`src/rtl/scan_pkg.sv`:
```
// -----------------------------------------------------------------------------
// scan_pkg
// Shared definitions for the slot-select sequencer.
//   SLOTS / SEL_W : number of slots and width of a slot index
//   state_e       : sequencer state (IDLE, RUN)
//   DIR_UP/DIR_DN : values of the direction input
//   step_idx      : circular index step (base +/- offset, modulo SLOTS)
// -----------------------------------------------------------------------------
package scan_pkg;

  localparam int SLOTS = 8;
  localparam int SEL_W = 3;

  typedef enum logic {
    IDLE = 1'b0,
    RUN  = 1'b1
  } state_e;

  localparam logic DIR_UP = 1'b0;
  localparam logic DIR_DN = 1'b1;

  // Offsets are taken modulo SLOTS by truncation to SEL_W bits, so an offset of
  // SLOTS lands back on the base index.
  function automatic logic [SEL_W-1:0] step_idx(input logic [SEL_W-1:0] base,
                                                input logic [SEL_W:0]   off,
                                                input logic             dir);
    logic [SEL_W-1:0] w_off;
    w_off = off[SEL_W-1:0];
    return (dir == DIR_UP) ? (base + w_off) : (base - w_off);
  endfunction

endpackage

```
`src/rtl/scan_next_slot.sv`:
```
// -----------------------------------------------------------------------------
// scan_next_slot
// Combinational circular priority search over the slot mask.
//   i_mask      : slot enables, bit i enables slot i
//   i_start     : index the search is anchored at
//   i_dir       : DIR_UP searches upward, DIR_DN downward (circular)
//   i_inclusive : 1 = i_start itself is the first candidate (first-slot search)
//                 0 = first candidate is one past i_start (next-slot search);
//                     i_start itself is then the last candidate
//   o_next      : first enabled slot found
//   o_found     : at least one slot is enabled
//   o_wrapped   : next-slot search crossed the end of the index range
// -----------------------------------------------------------------------------
module scan_next_slot
  import scan_pkg::*;
(
  input  logic [SLOTS-1:0] i_mask,
  input  logic [SEL_W-1:0] i_start,
  input  logic             i_dir,
  input  logic             i_inclusive,
  output logic [SEL_W-1:0] o_next,
  output logic             o_found,
  output logic             o_wrapped
);

  logic [SEL_W-1:0] w_cand [SLOTS];
  logic [SLOTS-1:0] w_hit;

  // Candidate gi is the slot gi steps away (plus one for a next-slot search).
  for (genvar gi = 0; gi < SLOTS; gi++) begin : g_cand
    logic [SEL_W:0] w_off;
    assign w_off     = (SEL_W+1)'(gi) + {{SEL_W{1'b0}}, ~i_inclusive};
    assign w_cand[gi] = step_idx(i_start, w_off, i_dir);
    assign w_hit[gi]  = i_mask[w_cand[gi]];
  end

  // Walk from the farthest candidate to the nearest so the nearest hit wins.
  always_comb begin
    o_next  = i_start;
    o_found = 1'b0;
    for (int k = SLOTS - 1; k >= 0; k--) begin
      if (w_hit[k]) begin
        o_next  = w_cand[k];
        o_found = 1'b1;
      end
    end
  end

  // A circular step lands at or below the anchor (upward) or at or above it
  // (downward) exactly when it wrapped; a lone slot re-selecting itself counts.
  always_comb begin
    o_wrapped = 1'b0;
    if (o_found && !i_inclusive) begin
      o_wrapped = (i_dir == DIR_UP) ? (o_next <= i_start) : (o_next >= i_start);
    end
  end

endmodule

```
`src/rtl/scan_select_gen.sv`:
```
// -----------------------------------------------------------------------------
// scan_select_gen
// Registered slot-select sequencer feeding a 3-to-8 decoder. Steps a slot index
// through the enabled slots, holding each for i_dwell+1 cycles.
//   i_clk       : clock, rising edge
//   i_rst_n     : asynchronous active-low reset
//   i_en        : run request (level)
//   i_dir       : 0 ascending, 1 descending
//   i_mask      : slot enables
//   i_dwell     : cycles per slot minus one, sampled live
//   o_sel       : current slot index
//   o_sel_valid : o_sel is an active, enabled slot
//   o_wrap      : one-cycle pulse when the sequence wraps
// -----------------------------------------------------------------------------
module scan_select_gen
  import scan_pkg::*;
#(
  parameter int DWELL_W = 8
) (
  input  logic               i_clk,
  input  logic               i_rst_n,
  input  logic               i_en,
  input  logic               i_dir,
  input  logic [SLOTS-1:0]   i_mask,
  input  logic [DWELL_W-1:0] i_dwell,
  output logic [SEL_W-1:0]   o_sel,
  output logic               o_sel_valid,
  output logic               o_wrap
);

  state_e             r_state;
  logic [SEL_W-1:0]   r_sel;
  logic               r_sel_valid;
  logic               r_wrap;
  logic [DWELL_W-1:0] r_cnt;

  logic [SEL_W-1:0]   w_start;
  logic               w_inclusive;
  logic [SEL_W-1:0]   w_next;
  logic               w_found;
  logic               w_wrapped;
  logic               w_stop;
  logic               w_advance;

  // One search unit serves both states: in IDLE it finds the first enabled
  // slot from the end matching i_dir, in RUN the slot after the current one.
  assign w_inclusive = (r_state == IDLE);
  assign w_start     = (r_state == IDLE) ? ((i_dir == DIR_DN) ? SEL_W'(SLOTS - 1) : '0)
                                         : r_sel;

  scan_next_slot u_next (
    .i_mask      (i_mask),
    .i_start     (w_start),
    .i_dir       (i_dir),
    .i_inclusive (w_inclusive),
    .o_next      (w_next),
    .o_found     (w_found),
    .o_wrapped   (w_wrapped)
  );

  assign w_stop    = !i_en || !w_found;
  // >= lets a shrinking dwell take effect immediately; a disabled current slot
  // forces the advance regardless of the count.
  assign w_advance = (r_cnt >= i_dwell) || !i_mask[r_sel];

  always_ff @(posedge i_clk or negedge i_rst_n) begin
    if (!i_rst_n) begin
      r_state     <= IDLE;
      r_sel       <= '0;
      r_sel_valid <= 1'b0;
      r_wrap      <= 1'b0;
      r_cnt       <= '0;
    end else begin
      r_wrap <= 1'b0;
      case (r_state)
        IDLE: begin
          if (!w_stop) begin
            r_state     <= RUN;
            r_sel       <= w_next;
            r_sel_valid <= 1'b1;
            r_cnt       <= '0;
          end else begin
            r_sel_valid <= 1'b0;
          end
        end
        RUN: begin
          // Stopping takes priority over a coincident advance.
          if (w_stop) begin
            r_state     <= IDLE;
            r_sel_valid <= 1'b0;
            r_cnt       <= '0;
          end else if (w_advance) begin
            r_sel  <= w_next;
            r_wrap <= w_wrapped;
            r_cnt  <= '0;
          end else begin
            r_cnt <= r_cnt + 1'b1;
          end
        end
        default: begin
          r_state     <= IDLE;
          r_sel_valid <= 1'b0;
          r_cnt       <= '0;
        end
      endcase
    end
  end

  assign o_sel       = r_sel;
  assign o_sel_valid = r_sel_valid;
  assign o_wrap      = r_wrap;

endmodule

```
`config.mk`:
```
export PLATFORM = sky130hd
export DESIGN_NAME = scan_select_gen
export DESIGN_NICKNAME = d
export VERILOG_FILES = /design/src/rtl/scan_pkg.sv /design/src/rtl/scan_next_slot.sv /design/src/rtl/scan_select_gen.sv
export SDC_FILE = /design/constraint.sdc
export NUM_CORES = 1
export LEC_CHECK = 0
export CAP_MARGIN = 10
export CORE_MARGIN = 2
export CORE_UTILIZATION = 41
export CTS_CLUSTER_SIZE = 24
export DETAILED_ROUTE_END_ITERATION = 16
export PLACE_DENSITY_LB_ADDON = 0.12
export SYNTH_ARGS = -nofsm -noshare
export SYNTH_HDL_FRONTEND = slang
export SYNTH_SLANG_ARGS = --single-unit
```
`constraint.sdc`:
```
create_clock -name i_clk -period 4.6 [get_ports i_clk]
set_clock_uncertainty 0.15 [all_clocks]
set_input_delay 1.38 -clock i_clk [delete_from_list [all_inputs] [get_ports i_clk]]
set_output_delay 1.38 -clock i_clk [all_outputs]
set_load 0.02 [all_outputs]
```
==> results of run 1 <==
cells by family after synthesis:
| kind of cell | count (synthesis) | synth area share [%] |
|---|---|---|
| fa+ha+maj | 16 | 10.5 |
| compound gates | 70 | 23.6 |
| buf+inv | 29 | 5.84 |
| xor+xnor | 8 | 3.40 |
| simple gates | 82 | 21.0 |
| flops | 14 | 17.0 |
| mux | 24 | 18.7 |
sequential cells by signal, indices dropped and copies added, names as in the netlist:
| name | count |
|---|---|
| r_cnt | 8 |
| o_wrap | 1 |
| o_sel | 3 |
| r_state | 1 |
| o_sel_valid | 1 |
per-stage QoR:
stage,utilization (%),instances,area [um2],setup WS (ns)
2_1_floorplan,-,243,2130,-0.118
3_3_place_gp,59.0,383,2820,-0.701
3_5_place_dp,59.0,383,2820,-0.762
4_1_cts,60.3,387,2890,0.0461
5_1_grt,63.7,390,3050,-0.126
6_report,63.7,390,3050,0.0674
cells in the mapped netlist (2+ instances only):
cell      count
a21boi_0      4
a21o_1        6
a21oi_1      14
a311oi_1      2
a31o_2        2
a31oi_1       6
and2_1        5
and3_1        5
buf_2         4
clkbuf_1      4
dfrtp_1      14
fa_1          2
ha_1         14
inv_1        18
mux2_1        2
mux2i_1      10
mux4_2       11
nand2_1      21
nand2b_1      9
nand3_1      20
nand4_1       2
nor2_1        5
nor2b_1       3
nor3_1        2
o211a_1       2
o211ai_1      2
o21a_1        4
o21ai_0      14
o21ai_1       2
or2_2         4
xnor2_1       2
xor2_1        6
layout make-up:
cell class,count,area (um2)
timing repair buffer,85,707
multi-input combinational,200,1770
fill,423,1740
tap,67,83.8
clock buffer,4,55.1
sequential,14,350
inverter,20,82.6
where the power goes:
part	total, mW	leakage, nW	switching, mW	internal [mW]
registers	0.179	0.185	0.0295	0.149
logic	1.67	1.20	0.806	0.866
clock network	0.122	0.0288	0.0461	0.0759
cell usage in the layout (no fill, tap or decap), drive strengths merged, types with 3 or more instances in the layout:
cell,netlist,layout
a21boi,4,4
a21o,6,6
a21oi,14,14
a31oi,6,6
and2,5,5
and3,5,5
buf,5,62
clkbuf,4,4
clkdlybuf4s50,0,23
dfrtp,14,14
ha,14,14
inv,19,19
mux2i,11,11
mux4,11,11
nand2,21,21
nand2b,9,9
nand3,20,20
nor2,7,7
nor2b,3,3
o21a,4,4
o21ai,16,16
or2,4,4
xor2,6,6
worst max path at each step:
stage	endpoint	from
after floorplan	o_wrap	i_dir
after detailed placement	o_wrap	i_dir
final	o_wrap	i_dir
after global routing	o_wrap	i_dir
after global placement	o_wrap	i_dir
after CTS	o_wrap	i_dir
per-layer routing:
layer | track usage [%] | routed length [um]
met1 | 35.2 | 2780
met2 | 35.5 | 2870
met3 | 2.41 | 484
met4 | 7.34 | 137
met5 | 0 | 0
what timing repair did:
item,CTS,global route
setup endpoints to repair,9,1
pin swaps,2,18
buffers inserted,0,4
cloned,0,0
resized for setup,8,28
==> metrics.md, run 1 <==
| Metric | Value |
|---|---|
| CP Class | `in -> reg` |
| Fin. Hold Viols | `0` |
| Worst path slowest cell | `fa_2` |
| Fmax | `0.221 GHz` |
| R2r setup slk | `0.43 ns` |
| Pwr/cell area | `648 nW/um2` |
| Die Y | `74.9 um` |
| Chip width | `74.9 um` |
| Yosys top cell by area | `dfrtp_1` |
| Port buffer count | `24` |
| Sequential element share of the synthesized area | `17.0%` |
| Cell Area, Synth | `2060 um2` |
| Largest net degree at the start of global routing | `15` |
| Arrival @ worst endpoint | `4.53 ns` |
| Max Cap Viol | `0` |
| Total GRT Usage | `23.4%` |
| Top FF cell, synth | `dfrtp_1` |
| FF-to-FF End | `o_wrap` |
| Final count of pins violating max slew | `0` |
| Worst R2R Start | `r_state` |
| Worst-case reg-to-reg path depth | `19` |
| CP max FO | `5` |
| First-pass GRT wire length | `9990 um` |
| Tcrit/Tclk final | `98.5%` |
| Final ANT Viol Nets | `0` |
| Total Wirelength | `6280 um` |
| Mean area per synthesized cell | `8.47 um2` |
| Starting DRT DRC Count | `199` |
| Grt ovf | `0` |
| Core ar. | `4790 um2` |
| Share of flip-flops with an asynchronous set or reset | `100%` |
| Worst path depth | `18` |
| Cells after synthesis | `243` |
| Die area | `5600 um2` |
| Root Buffer | `clkbuf_8` |
| Hold Slack | `0.334 ns` |
| Sink Count | `14` |
| WL/cell | `16.1 um` |
| Hpwl dp | `5080 um` |
| CP required | `4.60 ns` |
| Max stage delay on crit path | `0.38 ns` |
| Number of setup violations in the final report | `0` |
| Row count | `25` |
| CTS clk-pin slew, worst paths | `0.06 ns` |
| Layout cells sized above 1 | `35.9%` |
| I/O pin total | `25` |
| Largest cells by area after synthesis | `dfrtp_1 (17%), mux4_2 (12%), ha_1 (8.5%)` |
| Syn-to-layout area delta | `48.0%` |
| Yosys top cell area share | `17.0%` |
| Crit-path leading delay family | `simple AND/OR/NAND/NOR gates` |
| Setup TNS | `0 ns` |
| Number of synthesized flops with an enable pin | `0` |
| Min Tclk post-route | `4.53 ns` |
| Maximum vdd ir drop | `0.000432 V` |
| Worst path cell trace | `buf_8 > nand2b_4 > fa_2 > nor3b_2 > buf_4 > or2_4 > mux2i_4 > o21ai_2 > a21bo_2 > or3_4 > nand2_4 > ha_4 > inv_2 > a21o_1 > a21oi_2 > xor2_1 > a31oi_1 > nor4b_1` |
| # DRC | `0` |
| Min-Delay Path Depth | `1` |
| Yosys cell types | `54` |
| Min-delay worst type | `reg -> reg` |
| Buf+Inv Stages, Crit Path | `3` |
| Starting Density | `43.0%` |
| CTS tree | `yes` |
| Worst Hold End | `o_sel_valid` |
| Syn nets | `279` |
| Yosys warnings | `0` |
| CTS Buffer Depth | `2` |
| Nets | `360` |
| Run status | `finished clean` |
| Least-Margin Pin Slew | `0.641 ns` |
| Post-route total power | `1.97 mW` |
| RSZ-0062 raised after global routing | `yes` |
| Hold bufs inserted after CTS | `0` |
| Leak | `1.41 nW` |
| Pre-antenna DRT Iters | `4` |
| Crit start category | `input pin` |
| Worst Setup End Kind | `flip-flop` |
| Worst hold path startpoint | `o_sel_valid` |
| Initial antenna violation count | `0` |
| Vias in the first global route | `2071` |
| Register bit total from synthesis | `14` |
| Relative slew slack | `57.1%` |
| Routed vias/inst | `5.63` |
| H-tree depth | `1` |
| Clk Latency, worst-skew pair | `0.25 ns` |
| Cts bufs inserted | `3` |
| Via count | `2195` |
| # diodes | `0` |
| Placer congestion estimate | `0.946` |
Power figures use the tool's default switching activity.
==> inputs of run 2 (changes only) <==
--- a/config.mk
+++ b/config.mk
@@ -6,6 +6,7 @@
 export NUM_CORES = 1
 export LEC_CHECK = 0
 export CAP_MARGIN = 10
+export CORE_ASPECT_RATIO = 0.5
 export CORE_MARGIN = 2
 export CORE_UTILIZATION = 41
 export CTS_CLUSTER_SIZE = 24
==> metrics.md, run 2 (same netlist as run 1, synthesis figures left out) <==
| Metric | Value |
|---|---|
| Total Wirelength | `6570 um` |
| CP Class | `in -> reg` |
| Max reg flops | `8` |
| CTS clk-pin slew, worst paths | `0.05 ns` |
| Failing checks | `setup timing` |
| # DRC | `0` |
| CTS tree | `yes` |
| Min Tclk post-route | `4.68 ns` |
| Placer congestion estimate | `0.960` |
| Starting DRT DRC Count | `74` |
| RSZ-0062 raised after global routing | `yes` |
| Hpwl dp | `5130 um` |
| Chip width | `104 um` |
| WL/cell | `16.1 um` |
| Pwr/cell area | `667 nW/um2` |
| Post-route total power | `2.13 mW` |
| Core ar. | `4890 um2` |
| I/O pin total | `25` |
| Min-delay worst type | `reg -> reg` |
| Via count | `2257` |
| Port buffer count | `24` |
| Max stage delay on crit path | `0.40 ns` |
| Fin. Hold Viols | `0` |
| Crit start category | `input pin` |
| CTS Buffer Depth | `2` |
| Grt ovf | `0` |
| Worst slack, placed | `-0.840 ns` |
| Routed vias/inst | `5.55` |
| Fillers | `412` |
| Fmax | `0.213 GHz` |
| Run status | `finished, violations left` |
| Setup TNS | `-0.0841 ns` |
| H-tree depth | `1` |
| Top reg by flops | `r_cnt` |
| Final ANT Viol Nets | `0` |
| Most frequent cells in the layout | `buf_4 (72), clkdlybuf4s50_1 (23), nand2_1 (20)` |
| Cts bufs inserted | `3` |
| Final count of pins violating max slew | `0` |
| Syn-to-layout area delta | `54.9%` |
| Arrival @ worst endpoint | `4.67 ns` |
| Largest net degree at the start of global routing | `15` |
| CP dominant cell by count | `buf_6` |
| Relative slew slack | `56.9%` |
| Nets | `375` |
| Commonest non-fill, non-tap cell in the layout | `buf_4` |
| Leak | `1.48 nW` |
| Fin worst setup slack | `-0.0841 ns` |
| # diodes | `0` |
| Pre-antenna DRT Iters | `5` |
| Tcrit/Tclk final | `102%` |
| Vias in the first global route | `2095` |
| Die area | `5640 um2` |
| Least-Margin Pin Slew | `0.645 ns` |
| Total GRT Usage | `23.0%` |
| Initial antenna violation count | `0` |
| Die Y | `54.1 um` |
| CP max FO | `6` |
| First-pass GRT wire length | `10100 um` |
| Worst path cell trace | `buf_12 > nand2b_4 > buf_6 > fa_2 > nor3b_4 > buf_6 > nor2_4 > mux2i_2 > o21a_1 > a311oi_2 > or3_4 > nand2_1 > ha_2 > inv_2 > a21o_1 > a21oi_2 > xor2_1 > a31oi_1 > nor4b_1` |
| Number of setup violations in the final report | `1` |
| Starting Density | `42.1%` |
| Layout cells sized above 1 | `40.1%` |
| Max Cap Viol | `0` |
| Maximum vdd ir drop | `0.000282 V` |
| Sink Count | `14` |
| Worst path slowest cell | `or3_4` |
| CP required | `4.59 ns` |
| Row count | `18` |
| Worst Setup End Kind | `flip-flop` |
| Root Buffer | `clkbuf_8` |
| Clk Latency, worst-skew pair | `0.24 ns` |
run 2: cell types whose count changed in the layout (fill, tap and decap cells not counted), sizes merged:
| cell | previous run | this run |
|---|---|---|
| buf | 62 | 77 |
| clkbuf | 4 | 3 |
run 2: report_power, final:
group          internal, mW  switching, mW
combinational          1.01          0.828
clock                0.0579         0.0410
sequential            0.149         0.0454
total                  1.21          0.915
run 2: routing by layer:
metal	up-vias	wire (um)	GRT usage (%)
met1	1083	2960	31.8
met2	66	3120	41.1
li1	1097	-	-
met4	0	73	4.50
met5	-	0	0
met3	11	416	1.33
run 2: stage by stage:
stage	instances	hold WS, ns	utilization, %	area (um2)
finish	407	0.330	65.2	3190
global placement	390	0.317	58.4	2860
detailed placement	390	0.320	58.4	2860
CTS	398	0.333	61.3	3000
global route	407	0.343	65.2	3190
floorplan	243	0.331	-	2130
run 2: worst max-delay path, delay by kind of cell:
family	cells	cell delay, ns
compound gates	5	0.72
xor+xnor	1	0.16
fa+ha+maj	2	0.53
buf+inv	4	0.42
mux	1	0.23
simple gates	6	1.23
run 2: worst paths after layout:
check,start,endpoint,slack (ns),cells after the start
max in group asynchronous,i_rst_n,o_sel_valid,2.50,1
worst min-delay path,o_sel_valid,o_sel_valid,0.33,1
worst max register to register,r_state,o_wrap,0.23,19
worst min register to register,o_sel_valid,o_sel_valid,0.33,1
min in group asynchronous,i_rst_n,r_cnt[6],1.39,1
worst max-delay path,i_dir,o_wrap,-0.08,19
run 2: cell type report:
cell class	instances	area, um2	share of cell area (%)
inverters	20	80.1	2.51
repair buffers	100	845	26.5
flip-flops and latches	14	350	11.0
well taps	70	87.6	2.75
multi-input cells	200	1780	56.0
clock buffers	3	41.3	1.30
run 2: repair_timing:
action                                  4_1_cts  5_1_grt
hold buffers                                  0        0
endpoints found under the setup margin       13        1
pin swaps                                     9       19
gates resized for setup                      21       24
buffers inserted                              5        9
==> inputs of run 3 (changes only) <==
--- a/config.mk
+++ b/config.mk
@@ -11,6 +11,7 @@
 export CORE_UTILIZATION = 41
 export CTS_CLUSTER_SIZE = 24
 export DETAILED_ROUTE_END_ITERATION = 16
+export MAX_ROUTING_LAYER = met4
 export PLACE_DENSITY_LB_ADDON = 0.12
 export SYNTH_ARGS = -nofsm -noshare
 export SYNTH_HDL_FRONTEND = slang
==> metrics.md, run 3 (same netlist as run 1, synthesis figures left out) <==
| Metric | Value |
|---|---|
| Crit start category | `input pin` |
| Core ar. | `4890 um2` |
| First-pass GRT wire length | `10400 um` |
| Hold Slack | `0.354 ns` |
| Syn-to-layout area delta | `53.7%` |
| Min-delay worst type | `reg -> reg` |
| Hold bufs inserted after CTS | `0` |
| CP Class | `in -> reg` |
| Final count of pins violating max slew | `0` |
| CTS tree | `yes` |
| Run status | `finished clean` |
| H-tree depth | `1` |
| Nets | `371` |
| CP dominant cell by count | `buf_4` |
| Die Y | `54.1 um` |
| RSZ-0062 raised after global routing | `yes` |
| Max Cap Viol | `0` |
| CTS Buffer Depth | `2` |
| Port buffer count | `24` |
| Grt ovf | `0` |
| Starting Density | `42.1%` |
| Least-Margin Pin Slew | `0.655 ns` |
| Leak | `1.48 nW` |
| Clk Latency, worst-skew pair | `0.24 ns` |
| Fmax | `0.218 GHz` |
| Max stage delay on crit path | `0.59 ns` |
| CP max FO | `8` |
| Top reg by flops | `r_cnt` |
| Cts bufs inserted | `3` |
| Relative slew slack | `56.2%` |
| Tcrit/Tclk final | `99.8%` |
| Total GRT Usage | `24.3%` |
| Routed vias/inst | `5.69` |
| Vias in the first global route | `2133` |
| Maximum vdd ir drop | `0.000256 V` |
| CTS clk-pin slew, worst paths | `0.06 ns` |
| Crit-path leading delay family | `multiplexers` |
| Pwr/cell area | `665 nW/um2` |
| Min Tclk post-route | `4.59 ns` |
| Root Buffer | `clkbuf_8` |
| Chip width | `104 um` |
| Pre-antenna DRT Iters | `5` |
| # DRC | `0` |
| Fillers | `413` |
| Max reg flops | `8` |
| CP required | `4.59 ns` |
| Starting DRT DRC Count | `98` |
| Final Util | `64.7%` |
| Initial antenna violation count | `0` |
| Layout cells sized above 1 | `39.2%` |
| Buf+Inv Stages, Crit Path | `3` |
| Hpwl dp | `5210 um` |
| Worst Setup End Kind | `flip-flop` |
| Commonest non-fill, non-tap cell in the layout | `buf_4` |
| Worst path slowest cell | `mux4_2` |
| Largest net degree at the start of global routing | `15` |
| Number of setup violations in the final report | `0` |
| Row count | `18` |
| Final ANT Viol Nets | `0` |
| Fin. Hold Viols | `0` |
| Worst path cell trace | `buf_12 > nor2b_1 > buf_4 > buf_4 > nor2_4 > mux4_2 > mux2i_4 > nand4_1 > o22ai_2 > o22a_1 > ha_1 > a21o_1 > a21oi_2 > xor2_1 > a31oi_1 > nor4b_1` |
| Total Wirelength | `6670 um` |
| Via count | `2297` |
| I/O pin total | `25` |
| Die area | `5640 um2` |
| Placer congestion estimate | `0.908` |
| Arrival @ worst endpoint | `4.58 ns` |
| # diodes | `0` |
| WL/cell | `16.5 um` |
| Sink Count | `14` |
| Most frequent cells in the layout | `buf_4 (70), clkdlybuf4s50_1 (23), nand2_1 (19), nand3_1 (19), inv_1 (15)` |
-- run 3: path summary, 6_finish.rpt --
kind / startpoint / endpoint / slack (ns) / depth (start not counted)
worst max-delay path: i_dir / o_wrap / 0.01 / 16
worst min-delay path: o_sel_valid / o_sel_valid / 0.35 / 1
worst max register to register: r_state / o_wrap / 0.36 / 16
worst min register to register: o_sel_valid / o_sel_valid / 0.35 / 1
max in group asynchronous: i_rst_n / r_cnt[7] / 2.49 / 1
min in group asynchronous: i_rst_n / r_cnt[1] / 1.39 / 1
-- run 3: per-stage QoR --
stage | worst slack (ns) | area (um2) | instances | setup TNS, ns | total power, mW
floorplan | -0.118 | 2130 | 243 | -0.118 | 1.08
global placement | -0.793 | 2860 | 391 | -4.63 | 1.65
detailed placement | -0.842 | 2860 | 391 | -4.79 | 1.67
CTS | 0.00390 | 2990 | 396 | 0 | 1.85
global route | -0.127 | 3160 | 404 | -0.127 | 2.24
finish | 0.00960 | 3160 | 404 | 0 | 2.11
-- run 3: repair_timing --
item                                   in CTS  in global routing
endpoints found under the hold margin       0                  0
setup endpoints to repair                  13                  1
resized for setup                          23                 24
setup buffers                               2                  8
pin swaps                                   9                 16
-- run 3: report_power, final --
group / leakage, nW / switching (mW) / internal [mW]
logic: 1.26 / 0.842 / 0.954
registers: 0.185 / 0.0434 / 0.149
clock network: 0.0288 / 0.0413 / 0.0757
-- run 3: area by class of cell --
cell class / count / area, um2 / area share (%)
clock buffer: 4 / 55.1 / 1.74
sequential: 14 / 350 / 11.1
tap: 70 / 87.6 / 2.77
multi-input combinational: 200 / 1790 / 56.6
timing repair buffer: 96 / 798 / 25.2
inverter: 20 / 82.6 / 2.61
-- run 3: per-layer routing --
| layer | share of wire [%] | global-route usage (%) | vias to the layer above |
|---|---|---|---|
| li1 | - | - | 1084 |
| met1 | 44 | 32.8 | 1113 |
| met2 | 48 | 42.8 | 94 |
| met3 | 7.2 | 1.09 | 6 |
| met4 | 0.60 | 3.60 | 0 |
| met5 | 0 | - | - |
